<file path="config.mk">
export PLATFORM = sky130hd
export DESIGN_NAME = hazard_ctrl_flat
export DESIGN_NICKNAME = d
export VERILOG_FILES = /design/src/rtl/hazard_ctrl_if.sv /design/src/rtl/hazard_ctrl.sv /design/src/flat_wrapper.sv
export SDC_FILE = /design/constraint.sdc
export NUM_CORES = 1
export LEC_CHECK = 0
export CAP_MARGIN = 20
export CORE_AREA = 2 2 39 41
export CTS_CLUSTER_SIZE = 20
export DETAILED_ROUTE_END_ITERATION = 7
export DIE_AREA = 0 0 41 43
export HOLD_SLACK_MARGIN = 0.12
export PLACE_DENSITY = 0.77
export SLEW_MARGIN = 20
export SYNTH_ARGS = -nofsm -noshare
export SYNTH_HDL_FRONTEND = slang
export SYNTH_SLANG_ARGS = --single-unit
</file>
<file path="constraint.sdc">
create_clock -name clk -period 3.1 [get_ports clk]
set_clock_uncertainty 0.2 [all_clocks]
set_input_delay 0.465 -clock clk [delete_from_list [all_inputs] [get_ports clk]]
set_output_delay 0.465 -clock clk [all_outputs]
set_load 0.02 [all_outputs]
</file>
<file path="src/rtl/hazard_ctrl_if.sv">
// Purpose : bundles the ID/EX operand, memory and branch status seen by the hazard unit, plus its control outputs.
// Latency : wires only; no storage.
// Backpressure: none here; stall/freeze outputs carry backpressure to the pipeline.
// Ports   : master = pipeline side (drives operand/status, receives controls);
//           slave  = hazard_ctrl side (receives operand/status, drives controls).
interface hazard_ctrl_if #(
  parameter int REG_AW = 5
);
  logic [REG_AW-1:0] id_rs1;
  logic [REG_AW-1:0] id_rs2;
  logic              id_rs1_used;
  logic              id_rs2_used;
  logic [REG_AW-1:0] ex_wr;
  logic              ex_we;
  logic              ex_is_load;
  logic              branch_taken;
  logic              mem_busy;
  logic              stall_pc;
  logic              stall_if_id;
  logic              flush_if_id;
  logic              flush_id_ex;
  logic              freeze;
  logic [1:0]        hazard_state;

  modport master (
    output id_rs1, id_rs2, id_rs1_used, id_rs2_used,
    output ex_wr, ex_we, ex_is_load, branch_taken, mem_busy,
    input  stall_pc, stall_if_id, flush_if_id, flush_id_ex, freeze, hazard_state
  );

  modport slave (
    input  id_rs1, id_rs2, id_rs1_used, id_rs2_used,
    input  ex_wr, ex_we, ex_is_load, branch_taken, mem_busy,
    output stall_pc, stall_if_id, flush_if_id, flush_id_ex, freeze, hazard_state
  );
endinterface

</file>
<file path="src/rtl/hazard_ctrl.sv">
// Purpose : pipeline hazard controller: load-use bubbles, branch flushes, memory-wait freeze.
// Latency : all controls combinational from inputs and state; hazard_state is the registered FSM state.
// Backpressure: mem_busy freezes the whole pipeline and suspends any load-use stall in progress.
// Ports   : clk, rst (sync, active-high); hz (hazard_ctrl_if.slave) carries ID/EX operands,
//           branch_taken, mem_busy and the stall/flush/freeze/hazard_state outputs.
//           Optional macro HAZARD_STAT_EN adds stall_cycles, flush_events, freeze_cycles (STAT_W wide).
module hazard_ctrl #(
  parameter int REG_AW   = 5,
  parameter int LOAD_LAT = 1,
  parameter int STAT_W   = 32
) (
  input  logic              clk,
  input  logic              rst,
  hazard_ctrl_if.slave      hz
`ifdef HAZARD_STAT_EN
  ,
  output logic [STAT_W-1:0] stall_cycles,
  output logic [STAT_W-1:0] flush_events,
  output logic [STAT_W-1:0] freeze_cycles
`endif
);

  if (REG_AW < 1 || LOAD_LAT < 1 || LOAD_LAT > 4 || STAT_W < 1) begin : g_bad_param
    $error("hazard_ctrl: illegal parameter value");
  end

  // Smallest width holding LOAD_LAT-1, never below one bit.
  localparam int CNT_W = (LOAD_LAT <= 2) ? 1 : $clog2(LOAD_LAT);

  typedef enum logic [1:0] {
    IDLE     = 2'd0,
    LD_STALL = 2'd1,
    MEM_WAIT = 2'd2
  } state_e;

  state_e           state_q, state_d;
  state_e           sav_state_q, sav_state_d;
  state_e           eff_state;
  logic [CNT_W-1:0] cnt_q, cnt_d;
  logic [CNT_W-1:0] sav_cnt_q, sav_cnt_d;
  logic [CNT_W-1:0] eff_cnt;

  logic [REG_AW-1:0] rs1, rs2, wr;
  logic              ld_hit;
  logic              stall_o, flush_if_o, flush_ex_o, freeze_o;

  assign rs1 = hz.id_rs1;
  assign rs2 = hz.id_rs2;
  assign wr  = hz.ex_wr;

  // x0 is hard-wired zero, so a load targeting it never creates a dependency.
  always_comb begin
    ld_hit = hz.ex_is_load & hz.ex_we & (wr != '0) &
             ((hz.id_rs1_used & (rs1 == wr)) | (hz.id_rs2_used & (rs2 == wr)));
  end

  always_comb begin
    state_d     = state_q;
    cnt_d       = cnt_q;
    sav_state_d = sav_state_q;
    sav_cnt_d   = sav_cnt_q;
    stall_o     = 1'b0;
    flush_if_o  = 1'b0;
    flush_ex_o  = 1'b0;
    freeze_o    = 1'b0;

    // Leaving MEM_WAIT resumes the suspended state this very cycle.
    eff_state = state_q;
    eff_cnt   = cnt_q;
    if (state_q == MEM_WAIT) begin
      eff_state = sav_state_q;
      eff_cnt   = sav_cnt_q;
    end

    if (hz.mem_busy) begin
      freeze_o = 1'b1;
      state_d  = MEM_WAIT;
      // Only capture on entry; while waiting the saved context must survive.
      if (state_q != MEM_WAIT) begin
        sav_state_d = state_q;
        sav_cnt_d   = cnt_q;
      end
    end else if (hz.branch_taken) begin
      // Wrong-path instructions are discarded, so any pending load bubble is moot.
      flush_if_o = 1'b1;
      flush_ex_o = 1'b1;
      state_d    = IDLE;
      cnt_d      = '0;
    end else if (eff_state == LD_STALL) begin
      stall_o    = 1'b1;
      flush_ex_o = 1'b1;
      if (eff_cnt == CNT_W'(1)) begin
        state_d = IDLE;
        cnt_d   = '0;
      end else begin
        state_d = LD_STALL;
        cnt_d   = eff_cnt - CNT_W'(1);
      end
    end else begin
      state_d = IDLE;
      cnt_d   = '0;
      if (ld_hit) begin
        stall_o    = 1'b1;
        flush_ex_o = 1'b1;
        if (LOAD_LAT > 1) begin
          state_d = LD_STALL;
          cnt_d   = CNT_W'(LOAD_LAT - 1);
        end
      end
    end
  end

  always_ff @(posedge clk) begin
    if (rst) begin
      state_q     <= IDLE;
      cnt_q       <= '0;
      sav_state_q <= IDLE;
      sav_cnt_q   <= '0;
    end else begin
      state_q     <= state_d;
      cnt_q       <= cnt_d;
      sav_state_q <= sav_state_d;
      sav_cnt_q   <= sav_cnt_d;
    end
  end

  assign hz.stall_pc     = stall_o;
  assign hz.stall_if_id  = stall_o;
  assign hz.flush_if_id  = flush_if_o;
  assign hz.flush_id_ex  = flush_ex_o;
  assign hz.freeze       = freeze_o;
  assign hz.hazard_state = state_q;

`ifdef HAZARD_STAT_EN
  logic [STAT_W-1:0] stall_cycles_q, stall_cycles_d;
  logic [STAT_W-1:0] flush_events_q, flush_events_d;
  logic [STAT_W-1:0] freeze_cycles_q, freeze_cycles_d;

  // Counters wrap naturally at 2^STAT_W.
  always_comb begin
    stall_cycles_d  = stall_cycles_q  + STAT_W'(stall_o);
    flush_events_d  = flush_events_q  + STAT_W'(flush_if_o);
    freeze_cycles_d = freeze_cycles_q + STAT_W'(freeze_o);
  end

  always_ff @(posedge clk) begin
    if (rst) begin
      stall_cycles_q  <= '0;
      flush_events_q  <= '0;
      freeze_cycles_q <= '0;
    end else begin
      stall_cycles_q  <= stall_cycles_d;
      flush_events_q  <= flush_events_d;
      freeze_cycles_q <= freeze_cycles_d;
    end
  end

  assign stall_cycles  = stall_cycles_q;
  assign flush_events  = flush_events_q;
  assign freeze_cycles = freeze_cycles_q;
`endif

endmodule

</file>
<file path="src/flat_wrapper.sv">
// flat-port wrapper written by rule: the top's interface ports become plain ports
module hazard_ctrl_flat 
#(
  parameter int REG_AW   = 5,
  parameter int LOAD_LAT = 1,
  parameter int STAT_W   = 32
)
  (clk, rst, hz_id_rs1, hz_id_rs2, hz_id_rs1_used, hz_id_rs2_used, hz_ex_wr, hz_ex_we, hz_ex_is_load, hz_branch_taken, hz_mem_busy, hz_stall_pc, hz_stall_if_id, hz_flush_if_id, hz_flush_id_ex, hz_freeze, hz_hazard_state);
  hazard_ctrl_if #(.REG_AW(REG_AW)) hz_i ();
  input  logic clk;
  input  logic rst;
  input wire logic [$bits(hz_i.id_rs1)-1:0] hz_id_rs1;
  input wire logic [$bits(hz_i.id_rs2)-1:0] hz_id_rs2;
  input wire logic [$bits(hz_i.id_rs1_used)-1:0] hz_id_rs1_used;
  input wire logic [$bits(hz_i.id_rs2_used)-1:0] hz_id_rs2_used;
  input wire logic [$bits(hz_i.ex_wr)-1:0] hz_ex_wr;
  input wire logic [$bits(hz_i.ex_we)-1:0] hz_ex_we;
  input wire logic [$bits(hz_i.ex_is_load)-1:0] hz_ex_is_load;
  input wire logic [$bits(hz_i.branch_taken)-1:0] hz_branch_taken;
  input wire logic [$bits(hz_i.mem_busy)-1:0] hz_mem_busy;
  output wire logic [$bits(hz_i.stall_pc)-1:0] hz_stall_pc;
  output wire logic [$bits(hz_i.stall_if_id)-1:0] hz_stall_if_id;
  output wire logic [$bits(hz_i.flush_if_id)-1:0] hz_flush_if_id;
  output wire logic [$bits(hz_i.flush_id_ex)-1:0] hz_flush_id_ex;
  output wire logic [$bits(hz_i.freeze)-1:0] hz_freeze;
  output wire logic [$bits(hz_i.hazard_state)-1:0] hz_hazard_state;
  assign hz_i.id_rs1 = hz_id_rs1;
  assign hz_i.id_rs2 = hz_id_rs2;
  assign hz_i.id_rs1_used = hz_id_rs1_used;
  assign hz_i.id_rs2_used = hz_id_rs2_used;
  assign hz_i.ex_wr = hz_ex_wr;
  assign hz_i.ex_we = hz_ex_we;
  assign hz_i.ex_is_load = hz_ex_is_load;
  assign hz_i.branch_taken = hz_branch_taken;
  assign hz_i.mem_busy = hz_mem_busy;
  assign hz_stall_pc = hz_i.stall_pc;
  assign hz_stall_if_id = hz_i.stall_if_id;
  assign hz_flush_if_id = hz_i.flush_if_id;
  assign hz_flush_id_ex = hz_i.flush_id_ex;
  assign hz_freeze = hz_i.freeze;
  assign hz_hazard_state = hz_i.hazard_state;
  hazard_ctrl #(.REG_AW(REG_AW), .LOAD_LAT(LOAD_LAT), .STAT_W(STAT_W)) u_core (.clk(clk), .rst(rst), .hz(hz_i));
endmodule
</file>
=== Yosys cells after proc, flatten, opt, wreduce, memory -nomap -nowiden ===
Index checks and enable logic that the tools add are counted.

* Bits in registers: 6
* Output and inout port bits: 7
* Word-level logic and storage cells: 39

* Add/sub/neg operators: 1
* Equality and inequality tests: 5
* Mux-type cells: 18
* Bitwise gates (word level): 7
* Reduce and logical (&&, ||, !) cells: 3

{| class="wikitable"
|+ Operator list
! cell !! number
|-
| 2-to-1 mux 1 bit || 15
|-
| == test 5 bit || 2
|-
| 2-to-1 mux 2 bit || 3
|-
| bitwise AND 1 bit || 5
|-
| nonzero test 5 bit || 1
|-
| OR reduction 4 bit || 1
|-
| == test 2 x 1 -> 1 bit, second input constant || 1
|-
| == test 2 bit, second input constant || 1
|-
| inequality test 2 bit, second input constant || 1
|-
| AND reduction 2 bit || 1
|-
| inverter 1 bit || 1
|-
| OR 1 bit || 1
|-
| subtractor 1 bit, second input constant || 1
|}

=== Logic depth before layout (Yosys ltp) ===
Gate-level depths: netlist of the first run.

* Word-level depth: 8
* Mapped depth: 5
* Mapped depth without buffers: 4

=== Worst setup path before layout of the first run ===
OpenSTA, ideal clock, no wires.

* Path kind: input -> output
* Start: in hz_ex_wr[3]
* End: out hz_stall_pc
* Arrival time: 1850 ps
* Data required time: 2435 ps
* Setup slack: 585 ps
* Stages on the path: 5
* Cells stage by stage: xor2_1 > nor4_2 > a32oi_1 > o41ai_2 > buf_4

* Word-level cells in the longest chain between the ends: 8

{| class="wikitable"
|+ RTL lines
! item !! RTL line !! RTL
|-
| from (decl) || flat_wrapper.sv:16 || <nowiki>input wire logic [$bits(hz_i.ex_wr)-1:0] hz_ex_wr;</nowiki>
|-
| == test 5 bit || hazard_ctrl.sv:54 || <nowiki>((hz.id_rs1_used & (rs1 == wr)) | (hz.id_rs2_used & (rs2 == wr)));</nowiki>
|-
| bitwise AND 1 bit || hazard_ctrl.sv:54 ||
|-
| OR 1 bit || hazard_ctrl.sv:54 ||
|-
| bitwise AND 1 bit * || hazard_ctrl.sv:53 || <nowiki>ld_hit = hz.ex_is_load & hz.ex_we & (wr != '0) &</nowiki>
|-
| 2-to-1 mux 1 bit * || hazard_ctrl.sv:102 || <nowiki>if (ld_hit) begin</nowiki>
|-
| 2-to-1 mux 1 bit * || hazard_ctrl.sv:89 || <nowiki>end else if (eff_state == LD_STALL) begin</nowiki>
|-
| 2-to-1 mux 1 bit * || hazard_ctrl.sv:83 || <nowiki>end else if (hz.branch_taken) begin</nowiki>
|-
| 2-to-1 mux 1 bit * || hazard_ctrl.sv:75 || <nowiki>if (hz.mem_busy) begin</nowiki>
|-
| to (decl) || flat_wrapper.sv:21 || <nowiki>output wire logic [$bits(hz_i.stall_pc)-1:0] hz_stall_pc;</nowiki>
|}

Every way passes the cells marked *; elsewhere a longest branch is shown, timed or not.

=== Worst setup path in the final report of the first run ===
* Start: in hz_ex_wr[3]
* End: out hz_stall_if_id

* Word-level cells in the longest chain between the ends: 8

{| class="wikitable"
|+ RTL lines
! item !! RTL line !! RTL
|-
| == test 5 bit || hazard_ctrl.sv:54 ||
|-
| bitwise AND 1 bit || hazard_ctrl.sv:54 ||
|-
| OR 1 bit || hazard_ctrl.sv:54 ||
|-
| bitwise AND 1 bit * || hazard_ctrl.sv:53 ||
|-
| 2-to-1 mux 1 bit * || hazard_ctrl.sv:102 ||
|-
| 2-to-1 mux 1 bit * || hazard_ctrl.sv:89 ||
|-
| 2-to-1 mux 1 bit * || hazard_ctrl.sv:83 ||
|-
| 2-to-1 mux 1 bit * || hazard_ctrl.sv:75 ||
|-
| to (decl) || flat_wrapper.sv:22 || <nowiki>output wire logic [$bits(hz_i.stall_if_id)-1:0] hz_stall_if_id;</nowiki>
|}

Marks and branches as above.

==> impl_metrics.tcl, run 1 <==
set metrics [dict create \
    worstSkewPairLatency_ps 240 \
    maxSlewViolCount 0 \
    clk_path_buf_depth 2 \
    path_clk_slew_ps 40 \
    drc_errors 0 \
    root_buffer "clkbuf_4" \
    routed_wirelength_mm 1.182 \
    num_io_pins 30 \
    start_util_pct 31.37 \
    setup_viol 0 \
    hold_viol_final 0 \
    utilization_pct 55.43 \
    reg2reg_depth 4 \
    grt_max_degree 9 \
    row_count 14 \
    die-width_um 41 \
    rsz0062_at_grt "true" \
    critPathCaptureType "output pin" \
    htree_num_levels 1 \
    synth_cells 49 \
    first_global_vias 424 \
    cts_tree "built" \
    die_height_um 43 \
    crit_type "in -> out" \
    cp.arrival_ps 2310 \
    grtUsageMet3_pct 5.759 \
    cp_cell_sequence "clkdlybuf4s50_1 > xor2_1 > nor4_2 > a32oi_1 > o41ai_2 > dlygate4sd1_1" \
    drt_iter0_markers 1 \
    fin_nets 106 \
    start_kind "input port" \
    insertedDiodeCount 0 \
    place.port_buffers 29 \
    ys_types 24 \
    synth-seq-cells 6 \
    synth-seq-area-share_pct 27.67 \
    grtUsageMet1_pct 12.54 \
    ant_nets 0 \
    gr-total-overflow 0 \
    hold_path.class "reg -> reg" \
    wl_per_cell_um 12.19 \
    grt_use_total_pct 13.86 \
    slew_headroom_pct 81.07 \
    holdPathStages 2 \
    drtPass1Iterations 4 \
    irDropWorstVdd_mv 0.1543 \
    p_total_mw 0.2162 \
    place.gp.congestion 0.6143 \
    top_usage_layer "met2" \
    netlist_area_um2 434.2 \
    tightest_slew_ps 280.8 \
    final_cell_mix "clkdlybuf4s50_1 (26), xor2_1 (8), dfxtp_1 (6)" \
    cts_sinks 6 \
    cts_buffers 3 \
    finalCriticalPeriod_ps 2975 \
    powerDensity_nw_per_um2 281.9 \
    slowest_delay_ps 470 \
    die_area_um2 1763 \
    cp.required_ps 2430 \
    antenna_found_initial 0 \
    core_um2 1384 \
    dpl.hpwl_um 993.2 \
    viasPerCell 4.794 \
    area_delta_synth_final_pct 76.66 \
    layout-drive-gt1-share_pct 13.58 \
    critPathMaxFanout 3 \
    ys_warn_count 0 \
    grt_pass1_wl_mm 1.628 \
    fin_setup_tns_ps 0 \
    maxCapViolations 0 \
    p_leak_nw 0.3132 \
    holdBufCountCts 0 \
    outcome "complete, no violations" \
    vias 465 \
    cp_slowest_cell "clkdlybuf4s50_1" \
    layout_commonest_cell "clkdlybuf4s50_1" \
    synth.avg_cell_area_um2 8.861 \
    syn_nets 72 \
    fmax_mhz 336.1 \
    grtUsageMet2_pct 23.75 \
    post-route-period-util_pct 95.97 \
]
## routing by layer
layer	share of wire (%)	vias to the layer above
li1	-	238
met1	35	204
met2	47	23
met3	18	0
met4	0	0
met5	0	-
## through the flow
step / hold WS, ps / cell area [um2] / cells / worst slack (ps)
finish: 259.3 / 767.0 / 97 / 124.9
global route: 279.9 / 767.0 / 97 / -4.249
CTS: 265.0 / 767.0 / 97 / 71.51
detailed placement: 258.9 / 748.2 / 94 / -238.7
global placement: 242.2 / 748.2 / 94 / -190.0
floorplan: 227.8 / 434.2 / 49 / 585.3
## Yosys cell counts (all sizes together)
library cell  number  share of area [%]
nand3              1                1.2
a32oi              1                2.0
a21o               2                3.5
o211ai             1                2.9
nand2              2                1.7
nor3               2                2.3
a22oi              1                1.7
o41ai              1                3.7
or4                1                1.7
nor4               2                4.3
xor2               8                 16
nor2               3                2.6
nand2b             3                4.3
a21oi              3                3.5
nor2b              3                4.3
clkbuf             1               0.86
and4bb             1                2.9
mux2               1                2.6
o21ai              1                1.2
xnor2              2                4.0
buf                2                3.5
dfxtp              6                 28
and2               1                1.4
## report_power, final
| group | internal [mW] | leakage (nW) | switching, mW | total, mW |
|---|---|---|---|---|
| registers | 0.0781 | 0.0486 | 0.000797 | 0.0789 |
| clock network | 0.0437 | 0.0138 | 0.0267 | 0.0704 |
| logic | 0.0416 | 0.251 | 0.0253 | 0.0669 |
| total | 0.163 | 0.313 | 0.0527 | 0.216 |
## area by class of cell
| type | instances | area, um2 |
|---|---|---|
| Fill cell | 129 | 616.8 |
| Timing Repair Buffer | 32 | 309.0 |
| Multi-Input combinational cell | 40 | 295.3 |
| Sequential cell | 6 | 120.1 |
| Clock buffer | 3 | 22.52 |
| Tap cell | 16 | 20.02 |
## cells by family (layout without fill, tap and decap cells)
group / count (synthesis) / count (layout) / share of synthesized area [%]
buf+inv: 3 / 35 / 4.321
flops: 6 / 6 / 27.67
mux: 1 / 1 / 2.593
xor+xnor: 10 / 10 / 20.17
compound gates: 10 / 10 / 18.44
simple gates: 19 / 19 / 26.80
## what timing repair did
item,in CTS,in global routing
gates resized for setup,3,4
buffers inserted,0,0
gates cloned,0,0
setup endpoints to repair,3,2
## worst max-delay path: cells and delay by family
kind                   cells  cell delay [ps]
AO/OA/AOI/OAI              2              520
XOR/XNOR                   1              200
buffers and inverters      2              830
AND/OR/NAND/NOR            1              300
## registers in the layout (all words and copies together), names as in the netlist
register / cells
u_core.sav_state_q: 2
u_core.hz.hazard_state: 2
u_core.sav_cnt_q: 1
u_core.cnt_q: 1
## final timing paths
path / from / to / slack (ps)
setup / recovery: hz_ex_wr[3] / hz_stall_if_id / 120
setup reg to reg: u_core.hz.hazard_state[0] / u_core.cnt_q / 1600
hold reg to reg: u_core.sav_cnt_q / u_core.sav_cnt_q / 260
hold / removal: u_core.sav_cnt_q / u_core.sav_cnt_q / 260
No activity file was read; power rests on OpenSTA's default activity.
==> run 2: changes to the inputs <==
--- a/config.mk
+++ b/config.mk
@@ -5,7 +5,7 @@
 export SDC_FILE = /design/constraint.sdc
 export NUM_CORES = 1
 export LEC_CHECK = 0
-export CAP_MARGIN = 20
+export CAP_MARGIN = 15
 export CORE_AREA = 2 2 39 41
 export CTS_CLUSTER_SIZE = 20
 export DETAILED_ROUTE_END_ITERATION = 7
==> results of run 2 <==
Same layout as run 1: the final DEF is identical, and so are final timing and power.
==> run 3: changes to the inputs <==
--- a/config.mk
+++ b/config.mk
@@ -12,6 +12,7 @@
 export DIE_AREA = 0 0 41 43
 export HOLD_SLACK_MARGIN = 0.12
 export PLACE_DENSITY = 0.77
+export SETUP_SLACK_MARGIN = 0.4
 export SLEW_MARGIN = 20
 export SYNTH_ARGS = -nofsm -noshare
 export SYNTH_HDL_FRONTEND = slang
==> run 3 against run 2 <==
Effect of this change: final cell count grew 1.0%; final area increased by 4.1%; die area unchanged; sequential cell count unchanged; combinational power increased by 1%; non-clock buffer count up 1; sequential share of layout area down 0.61 points; highest routed layer unchanged; first-iteration DRC count unchanged; global-route usage up 0.60 points.
==> impl_metrics.tcl, run 3 (synthesized netlist as in run 1, its figures left out) <==
set metrics [dict create \
    p_clk_share_pct 32.4 \
    place.gp.congestion 0.6143 \
    start_kind "input port" \
    irDropWorstVdd_mv 0.1608 \
    area_delta_synth_final_pct 83.86 \
    drt_iter0_markers 1 \
    viasPerCell 4.857 \
    fin_nets 107 \
    fillers 131 \
    powerDensity_nw_per_um2 272.0 \
    insertedDiodeCount 0 \
    grtUsageMet1_pct 13.18 \
    hold_ws_ps 258.3 \
    cp.required_ps 2430 \
    swShare_pct 25.66 \
    hold_viol_final 0 \
    top_usage_layer "met2" \
    core_um2 1384 \
    drtPass1Iterations 4 \
    grtUsageMet2_pct 25.00 \
    die_height_um 43 \
    cp.arrival_ps 1920 \
    gr-total-overflow 0 \
    sequentialPowerShare_pct 36.3 \
    p_int_mw 0.1614 \
    clk_path_buf_depth 2 \
    routed_wirelength_mm 1.276 \
    grt_pass1_wl_mm 1.697 \
    slew_headroom_pct 78.66 \
    drc_errors 0 \
    setup_viol 0 \
    critPathMaxFanout 3 \
    critPathCaptureType "output pin" \
    p_comb_share_pct 31.2 \
    multiInputGateArea_um2 320.3 \
    outcome "complete, no violations" \
    maxCapViolations 0 \
    dpl.hpwl_um 993.2 \
    htree_num_levels 1 \
    regArea_um2 120.1 \
    place.port_buffers 29 \
    post-route-period-util_pct 83.43 \
    tightest_slew_ps 316.7 \
    p_switching_mw 0.05573 \
    path_clk_slew_ps 40 \
    start_util_pct 31.37 \
    rsz0062_at_grt "false" \
    final_cell_mix "clkdlybuf4s50_1 (14), xor2_1 (7), dlymetal6s2s_1 (7), buf_4 (6), dfxtp_1 (6)" \
    finalCriticalPeriod_ps 2586 \
    root_buffer "clkbuf_4" \
    cts_tree "built" \
    p_leak_nw 0.3842 \
    ant_nets 0 \
    layout_commonest_cell "clkdlybuf4s50_1" \
    utilization_pct 57.69 \
    maxSlewViolCount 0 \
    postLayoutCellArea_um2 798.3 \
    first_global_vias 431 \
    die_area_um2 1763 \
    die-width_um 41 \
    hold_path.class "reg -> reg" \
    dpl_cell_area_um2 748.2 \
    wl_per_cell_um 13.02 \
    vias 476 \
    grt_max_degree 9 \
    worstSkewPairLatency_ps 240 \
    fmax_mhz 386.7 \
    cts_sinks 6 \
    antenna_found_initial 0 \
    row_count 14 \
    num_io_pins 30 \
    grtUsageMet3_pct 5.759 \
    crit_type "in -> out" \
    grt_use_total_pct 14.46 \
    layout-drive-gt1-share_pct 25.61 \
    cts_buffers 3 \
]
[run 3: changes by cell type in the layout (fill, tap and decap cells not counted), moves of 2 or more]
| cell | before | now |
|---|---|---|
| buf_4 | 3 | 6 |
| clkdlybuf4s50_1 | 26 | 14 |
| dlymetal6s2s_1 | 0 | 7 |
| clkbuf_2 | 0 | 2 |
| dlygate4sd1_1 | 2 | 0 |
[run 3: timing repair]
| item | CTS | global route |
|---|---|---|
| setup endpoints to repair | 3 | 3 |
| resized for setup | 20 | 17 |
| hold endpoints to repair | 0 | 0 |
| pin swaps | 5 | 5 |
| hold buffers | 0 | 0 |
| buffers inserted | 1 | 0 |
[run 3: worst max-delay path, stage by stage]
cell and delay [ps]:
dlymetal6s2s_1 160, xor2_1 180, nor4_2 350, a32oi_2 190
o41ai_2 360, buf_4 210
[run 3: per-stage QoR]
| stage | TNS, ps | power [mW] | cells | worst slack (ps) |
|---|---|---|---|---|
| floorplan | 0 | 0.1047 | 49 | 585.3 |
| global placement | -378.3 | 0.1476 | 94 | -190.0 |
| detailed placement | -495.5 | 0.1482 | 94 | -238.7 |
| CTS | 0 | 0.2197 | 98 | 416.5 |
| global route | 0 | 0.2337 | 98 | 398.4 |
| finish | 0 | 0.2172 | 98 | 513.7 |
[run 3: cell type report]
cell class,count,share of cell area (%)
sequential,6,15.05
clock buffer,3,2.821
tap,16,2.508
timing repair buffer,33,39.50
multi-input combinational,40,40.13
[run 3: path summary, 6_finish.rpt]
| check | start | to | slack (ps) | cells past startpoint |
|---|---|---|---|---|
| worst min register to register | u_core.sav_cnt_q | u_core.sav_cnt_q | 260 | 2 |
| worst max-delay path | hz_ex_wr[3] | hz_stall_if_id | 510 | 6 |
| worst min-delay path | u_core.sav_cnt_q | u_core.sav_cnt_q | 260 | 2 |
| worst max register to register | u_core.hz.hazard_state[0] | u_core.cnt_q | 1600 | 4 |
[run 3: power groups by stage]
| stage | registers [mW] | logic (mW) | clock network [mW] |
|---|---|---|---|
| after floorplan | 0.0810 | 0.0237 | 0 |
| after global placement | 0.0803 | 0.0673 | 0 |
| after detailed placement | 0.0803 | 0.0679 | 0 |
| after CTS | 0.0789 | 0.0665 | 0.0742 |
| after global routing | 0.0790 | 0.0737 | 0.0810 |
| final | 0.0789 | 0.0679 | 0.0704 |
[run 3: metal layers]
layer / vias to the layer above / share of wire, %
met1: 214 / 32
met5: - / 0
met4: 0 / 0
li1: 239 / -
met2: 23 / 51
met3: 0 / 17
